--- src/rtl/idct_pkg.sv ---
// Shared constants, FSM state type and transposed-address helper for the IDCT transpose controller.
package idct_pkg;

    localparam int DW  = 16;
    localparam int N   = 8;
    localparam int AW  = 6;
    localparam int BLK = N * N;

    typedef enum logic {
        FILL  = 1'b0,
        DRAIN = 1'b1
    } state_t;

    // Row-major counter -> column-major RAM address: 0,8,..,56,1,9,..,63
    function automatic logic [AW-1:0] tr_addr(input logic [AW-1:0] cnt);
        return {cnt[2:0], cnt[5:3]};
    endfunction

endpackage

--- src/rtl/idct_transpose_ctrl_if.sv ---
// Row-stage input, column-stage output and transpose-RAM port bundle.
// master = surrounding pipeline/RAM, slave = the controller.
interface idct_transpose_ctrl_if #(parameter int DW = idct_pkg::DW);

    logic          in_valid;
    logic          in_ready;
    logic [DW-1:0] in_data;
    logic          out_valid;
    logic          out_ready;
    logic [DW-1:0] out_data;
    logic          out_last;
    logic          ram_wr_rd;
    logic [DW-1:0] ram_data_in;
    logic [5:0]    ram_wr_addr;
    logic [5:0]    ram_rd_addr;
    logic [DW-1:0] ram_data_out;

    modport master (
        output in_valid, in_data, out_ready, ram_data_out,
        input  in_ready, out_valid, out_data, out_last,
               ram_wr_rd, ram_data_in, ram_wr_addr, ram_rd_addr
    );

    modport slave (
        input  in_valid, in_data, out_ready, ram_data_out,
        output in_ready, out_valid, out_data, out_last,
               ram_wr_rd, ram_data_in, ram_wr_addr, ram_rd_addr
    );

endinterface

--- src/rtl/idct_out_fifo2.sv ---
// 2-entry synchronous FIFO; head visible the cycle after push, no added latency on pop.
// Push while full is dropped unless a pop happens the same cycle; pop while empty is ignored.
module idct_out_fifo2 #(
    parameter int W = 17
) (
    input  logic         clk,
    input  logic         rst,
    input  logic         i_push,
    input  logic [W-1:0] i_push_dat,
    input  logic         i_pop,
    output logic         o_vld,
    output logic [W-1:0] o_dat,
    output logic [1:0]   o_cnt
);

    logic [W-1:0] r_mem [2];
    logic         r_wp;
    logic         r_rp;
    logic [1:0]   r_cnt;
    logic         w_pop;
    logic         w_push;

    assign w_pop  = i_pop && (r_cnt != 2'd0);
    assign w_push = i_push && ((r_cnt != 2'd2) || w_pop);

    always_ff @(posedge clk or posedge rst) begin
        if (rst) begin
            r_mem[0] <= '0;
            r_mem[1] <= '0;
            r_wp     <= 1'b0;
            r_rp     <= 1'b0;
            r_cnt    <= 2'd0;
        end else begin
            if (w_push) begin
                r_mem[r_wp] <= i_push_dat;
                r_wp        <= ~r_wp;
            end
            if (w_pop) begin
                r_rp <= ~r_rp;
            end
            case ({w_push, w_pop})
                2'b10:   r_cnt <= r_cnt + 2'd1;
                2'b01:   r_cnt <= r_cnt - 2'd1;
                default: r_cnt <= r_cnt;
            endcase
        end
    end

    assign o_vld = (r_cnt != 2'd0);
    assign o_dat = r_mem[r_rp];
    assign o_cnt = r_cnt;

endmodule

--- src/rtl/idct_transpose_ctrl.sv ---
// Transpose-RAM controller: writes an 8x8 block row-major, streams it back column-major; first output 2 cycles after DRAIN entry, then 1/cycle.
// Back-pressure: in_ready low while draining; reads stall when the 2-entry buffer is full. Optional status ports: IDCT_TRANSPOSE_STATUS_EN.
module idct_transpose_ctrl
    import idct_pkg::*;
(
    input  logic                  clk,
    input  logic                  rst,
    idct_transpose_ctrl_if.slave  io_bus
`ifdef IDCT_TRANSPOSE_STATUS_EN
    ,
    output logic [15:0]           o_blk_cnt,
    output logic                  o_busy
`endif
);

    state_t        r_state;
    logic [AW-1:0] r_wr_cnt;
    logic [AW-1:0] r_rd_cnt;
    logic          r_rd_all;
    logic          r_inflight;
    logic          r_inflight_last;
    logic          r_in_rdy;

    logic          w_acc;
    logic          w_pop;
    logic          w_issue;
    logic          w_fifo_vld;
    logic          w_fifo_last;
    logic [DW-1:0] w_fifo_dat;
    logic [1:0]    w_fifo_cnt;

    assign w_acc = io_bus.in_valid && r_in_rdy;
    assign w_pop = w_fifo_vld && io_bus.out_ready;

    // Occupancy counts a same-cycle pop as freed space so a steady drain sustains one read per cycle.
    assign w_issue = (r_state == DRAIN) && !r_rd_all &&
                     (({1'b0, w_fifo_cnt} + {2'b00, r_inflight} - {2'b00, w_pop}) < 3'd2);

    always_ff @(posedge clk or posedge rst) begin
        if (rst) begin
            r_state         <= FILL;
            r_wr_cnt        <= '0;
            r_rd_cnt        <= '0;
            r_rd_all        <= 1'b0;
            r_inflight      <= 1'b0;
            r_inflight_last <= 1'b0;
            r_in_rdy        <= 1'b0;
        end else begin
            r_inflight      <= w_issue;
            r_inflight_last <= w_issue && (r_rd_cnt == AW'(BLK - 1));
            case (r_state)
                FILL: begin
                    r_in_rdy <= 1'b1;
                    if (w_acc) begin
                        r_wr_cnt <= r_wr_cnt + AW'(1);
                        if (r_wr_cnt == AW'(BLK - 1)) begin
                            r_state  <= DRAIN;
                            r_in_rdy <= 1'b0;
                        end
                    end
                end
                DRAIN: begin
                    if (w_issue) begin
                        r_rd_cnt <= r_rd_cnt + AW'(1);
                        if (r_rd_cnt == AW'(BLK - 1)) begin
                            r_rd_all <= 1'b1;
                        end
                    end
                    if (w_pop && w_fifo_last) begin
                        r_state  <= FILL;
                        r_rd_cnt <= '0;
                        r_rd_all <= 1'b0;
                        r_in_rdy <= 1'b1;
                    end
                end
                default: r_state <= FILL;
            endcase
        end
    end

    // RAM data_out is valid the cycle after issue; the last flag travels alongside it.
    idct_out_fifo2 #(.W(DW + 1)) u_out_fifo (
        .clk        (clk),
        .rst        (rst),
        .i_push     (r_inflight),
        .i_push_dat ({r_inflight_last, io_bus.ram_data_out}),
        .i_pop      (w_pop),
        .o_vld      (w_fifo_vld),
        .o_dat      ({w_fifo_last, w_fifo_dat}),
        .o_cnt      (w_fifo_cnt)
    );

    assign io_bus.in_ready    = r_in_rdy;
    assign io_bus.ram_wr_rd   = w_acc;
    assign io_bus.ram_data_in = io_bus.in_data;
    assign io_bus.ram_wr_addr = r_wr_cnt;
    assign io_bus.ram_rd_addr = tr_addr(r_rd_cnt);
    assign io_bus.out_valid   = w_fifo_vld;
    assign io_bus.out_data    = w_fifo_dat;
    assign io_bus.out_last    = w_fifo_vld && w_fifo_last;

`ifdef IDCT_TRANSPOSE_STATUS_EN
    logic [15:0] r_blk_cnt;

    always_ff @(posedge clk or posedge rst) begin
        if (rst) begin
            r_blk_cnt <= '0;
        end else if (w_pop && w_fifo_last) begin
            r_blk_cnt <= r_blk_cnt + 16'd1;
        end
    end

    assign o_blk_cnt = r_blk_cnt;
    assign o_busy    = (r_state == DRAIN) || (r_wr_cnt != '0);
`endif

endmodule

--- src/flat_wrapper.sv ---
// flat-port wrapper written by rule: the top's interface ports become plain ports
module idct_transpose_ctrl_flat import idct_pkg::*;
  (clk, rst, io_bus_in_valid, io_bus_in_data, io_bus_out_ready, io_bus_ram_data_out, io_bus_in_ready, io_bus_out_valid, io_bus_out_data, io_bus_out_last, io_bus_ram_wr_rd, io_bus_ram_data_in, io_bus_ram_wr_addr, io_bus_ram_rd_addr);
  idct_transpose_ctrl_if #(.DW(16)) io_bus_i ();
  input  logic clk;
  input  logic rst;
  input wire logic [$bits(io_bus_i.in_valid)-1:0] io_bus_in_valid;
  input wire logic [$bits(io_bus_i.in_data)-1:0] io_bus_in_data;
  input wire logic [$bits(io_bus_i.out_ready)-1:0] io_bus_out_ready;
  input wire logic [$bits(io_bus_i.ram_data_out)-1:0] io_bus_ram_data_out;
  output wire logic [$bits(io_bus_i.in_ready)-1:0] io_bus_in_ready;
  output wire logic [$bits(io_bus_i.out_valid)-1:0] io_bus_out_valid;
  output wire logic [$bits(io_bus_i.out_data)-1:0] io_bus_out_data;
  output wire logic [$bits(io_bus_i.out_last)-1:0] io_bus_out_last;
  output wire logic [$bits(io_bus_i.ram_wr_rd)-1:0] io_bus_ram_wr_rd;
  output wire logic [$bits(io_bus_i.ram_data_in)-1:0] io_bus_ram_data_in;
  output wire logic [$bits(io_bus_i.ram_wr_addr)-1:0] io_bus_ram_wr_addr;
  output wire logic [$bits(io_bus_i.ram_rd_addr)-1:0] io_bus_ram_rd_addr;
  assign io_bus_i.in_valid = io_bus_in_valid;
  assign io_bus_i.in_data = io_bus_in_data;
  assign io_bus_i.out_ready = io_bus_out_ready;
  assign io_bus_i.ram_data_out = io_bus_ram_data_out;
  assign io_bus_in_ready = io_bus_i.in_ready;
  assign io_bus_out_valid = io_bus_i.out_valid;
  assign io_bus_out_data = io_bus_i.out_data;
  assign io_bus_out_last = io_bus_i.out_last;
  assign io_bus_ram_wr_rd = io_bus_i.ram_wr_rd;
  assign io_bus_ram_data_in = io_bus_i.ram_data_in;
  assign io_bus_ram_wr_addr = io_bus_i.ram_wr_addr;
  assign io_bus_ram_rd_addr = io_bus_i.ram_rd_addr;
  idct_transpose_ctrl u_core (.clk(clk), .rst(rst), .io_bus(io_bus_i));
endmodule
--- config.mk ---
export PLATFORM = sky130hd
export DESIGN_NAME = idct_transpose_ctrl_flat
export DESIGN_NICKNAME = d
export VERILOG_FILES = /design/src/rtl/idct_pkg.sv /design/src/rtl/idct_transpose_ctrl_if.sv /design/src/rtl/idct_out_fifo2.sv /design/src/rtl/idct_transpose_ctrl.sv /design/src/flat_wrapper.sv
export SDC_FILE = /design/constraint.sdc
export NUM_CORES = 1
export LEC_CHECK = 0
export CORE_AREA = 10 10 95 97
export DETAILED_ROUTE_END_ITERATION = 10
export DIE_AREA = 0 0 105 107
export PLACE_DENSITY = 0.66
export SYNTH_ARGS = -nofsm -noshare
export SYNTH_HDL_FRONTEND = slang
export SYNTH_SLANG_ARGS = --single-unit
--- constraint.sdc ---
create_clock -name clk -period 5.4 [get_ports clk]
set_input_delay 1.08 -clock clk [delete_from_list [all_inputs] [get_ports clk]]
set_output_delay 1.08 -clock clk [all_outputs]
set_load 0.005 [all_outputs]
==> flow_summary.ini <==
[outcome]
status = completed

[clock_tree]
post-cts-setup-buffers = 0
cts_root_buf = clkbuf_8
clock_path_buffers = 2
clk_latency_ns = 0.30
htreeDepth = 2
clock_sinks = 55
holdBufCountCts = 0
ctsResizeCount = 0
numCtsBuffers = 5
cts_tree = built
path_clk_slew_ns = 0.10

[synthesis]
synth_ff_type = dfrtp_1
synth_top_area_cell = dfrtp_1
synth_top_area_share = 0.493
synth_simple_gate_area_share = 0.0736
synth_xor_area_frac = 0.0408
synth_mux_area_frac = 0.245
syn_avg_cell_area_um2 = 13.8
synth_nets = 243
syn_area_um2 = 2790
async_flop_share = 1.00
synthCells = 202
synth-edff-count = 0
synth_top_family_by_area = multiplexers
synth_cell_types = 39
synth-seq-cells = 55
synthAdderAreaFrac = 0.0251
synth_area_leaders = dfrtp_1 (49%), mux2_2 (13%), mux2_4 (11%)
yosysWarningCount = 0
synth_compound_area_frac = 0.0502
yosysSeqAreaShare = 0.493

[die]
io_pins = 84
rows = 31
dieArea_um2 = 11200
die_w_um = 105
start_util = 0.391
dieHeight_um = 107
core_um2 = 7140

[setup_path]
r2r-end = u_core.r_rd_cnt[5]
startpoint_type = input port
rrSetupSlack_ns = 2.65
critPathArrivalTime_ns = 3.80
r2r_cells = 9
r2r_start = u_core.u_out_fifo.o_cnt[1]
crit_required_ns = 5.62
crit_path_max_fanout = 7
cp-end-kind = flop
crit_type = input port to flop

[power]
vdd_ir_drop_max_uv = 150
power_density_nw_per_um2 = 379
p_leak_nw = 1.57
finalPower_mw = 1.28

[detailed_routing]
wl_per_cell_um = 16.0
drcViolationCount = 0
dr_wl_met2_um = 2570
drt-met1-wl_um = 2470
top_layer = met4
drtAntennaViolNets = 0
vias = 1617
dr_wl_met3_um = 390
viasPerCell = 4.76
drt-total-wl_um = 5450
first_pass_iters = 4
first_iter_violations = 44

[min_path]
min_path_cells = 1
hp-start = u_core.io_bus.ram_wr_addr[2]
hp-class = flop to flop
whs_endpoint = u_core.io_bus.ram_wr_addr[2]

[placed_design]
dp_slack_ns = 1.52
hpwl_um = 3860
portBuffers = 51
place_congestion = 0.767
dpl_cell_area_um2 = 3250
post-place-cells = 332

[cells_and_area]
final_cell_mix = dfrtp_1 (55), clkdlybuf4s50_1 (51), mux2_2 (33)
fin_util = 0.472
layout-drive-gt1-share = 0.290
final_cell_area_um2 = 3370
n_antenna_cell = 0
nets = 281
final_common_cell = dfrtp_1
layoutNonFillerInstCount = 340
areaGrowthSynthToFinish_pct = 20.8

[timing]
fin_tns_setup_ns = 0
slew_viol_final = 0
rsz0062_at_grt = no
holdWs_ns = 0.498
finClkSkew_ns = 0.0109
fin_ws_ns = 1.83
worstMarginPinSlew_ns = 0.834
slew_headroom = 0.444
fin_crit_sh = 0.662
finalHoldViolCount = 0
fin_crit_ns = 3.57
setup_viol = 0
fmax_ghz = 0.280

[run]
max_cap_viol_count = 0

[grt]
grt_max_degree = 56
grt_usage = 0.0990
grt_pass1_wl_um = 9340
antenna_found_initial = 0
grt_pass1_vias = 1885
gr-total-overflow = 0
==> how the worst max path moves through the flow <==
| stage | start | end | cells past startpoint |
|---|---|---|---|
| 3_3_place_gp | io_bus_out_ready | u_core.r_rd_cnt[5] | 10 |
| 2_1_floorplan | io_bus_out_ready | u_core.r_rd_cnt[5] | 9 |
| 5_1_grt | io_bus_out_ready | u_core.r_rd_cnt[5] | 10 |
| 4_1_cts | io_bus_out_ready | u_core.r_rd_cnt[5] | 10 |
| 6_report | io_bus_out_ready | u_core.r_rd_cnt[5] | 10 |
| 3_5_place_dp | io_bus_out_ready | u_core.r_rd_cnt[5] | 10 |
==> cell usage after synthesis (2+ instances only) <==
cell type  count
inv_1          4
a32o_1         2
xnor2_1        6
o21a_1         2
and2_1         3
a31oi_1        3
nand2_1        3
nor3_1         2
xor2_1         7
buf_4         17
dfrtp_1       55
and3_1         3
nor2_1         6
mux2_4        20
ha_1           4
nand3_1        7
buf_6          3
a21o_1         2
mux2_2        33
==> power breakdown <==
| group | switching [mW] | internal, mW |
|---|---|---|
| Combinational | 0.128 | 0.259 |
| Sequential | 0.114 | 0.495 |
| Clock | 0.132 | 0.150 |
| Total | 0.373 | 0.904 |
==> layout make-up <==
class	count	area [um2]
clock buffer	6	82.6
clock inverter	2	35.0
fill	680	3770
inverter	4	15.0
multi-input combinational	121	1210
sequential	55	1380
tap	99	124
timing repair buffer	53	526
==> routing by layer <==
| metal | track usage | vias to the layer above |
|---|---|---|
| met4 | 0.0235 | 0 |
| met1 | 0.118 | 808 |
| li1 | - | 768 |
| met5 | 0 | - |
| met3 | 0.0443 | 2 |
| met2 | 0.160 | 39 |
==> sequential cells by signal, indices dropped and copies added, names as in the netlist, 2 cells and up <==
| signal | cells |
|---|---|
| u_core.u_out_fifo.o_cnt | 2 |
| u_core.u_out_fifo.r_mem | 34 |
| u_core.r_rd_cnt | 6 |
| u_core.io_bus.ram_wr_addr | 6 |
==> worst max-delay path: stages <==
cell and delay [ns]:
clkdlybuf4s50_1 0.66, o21a_1 0.33, ha_1 0.27, or2b_1 0.23, fa_1 0.45, and3b_1 0.22, nand2_1 0.15, inv_1 0.09
a21o_1 0.16, a31oi_1 0.16
==> kinds of logic (layout without fill, tap and decap cells) <==
family / after synthesis / in the layout
compound gates: 14 / 14
xor+xnor: 13 / 13
fa+ha+maj: 5 / 5
flops: 55 / 55
buf+inv: 26 / 65
mux: 54 / 54
simple gates: 35 / 35
Note: power is estimated with default switching activity, not from simulation.
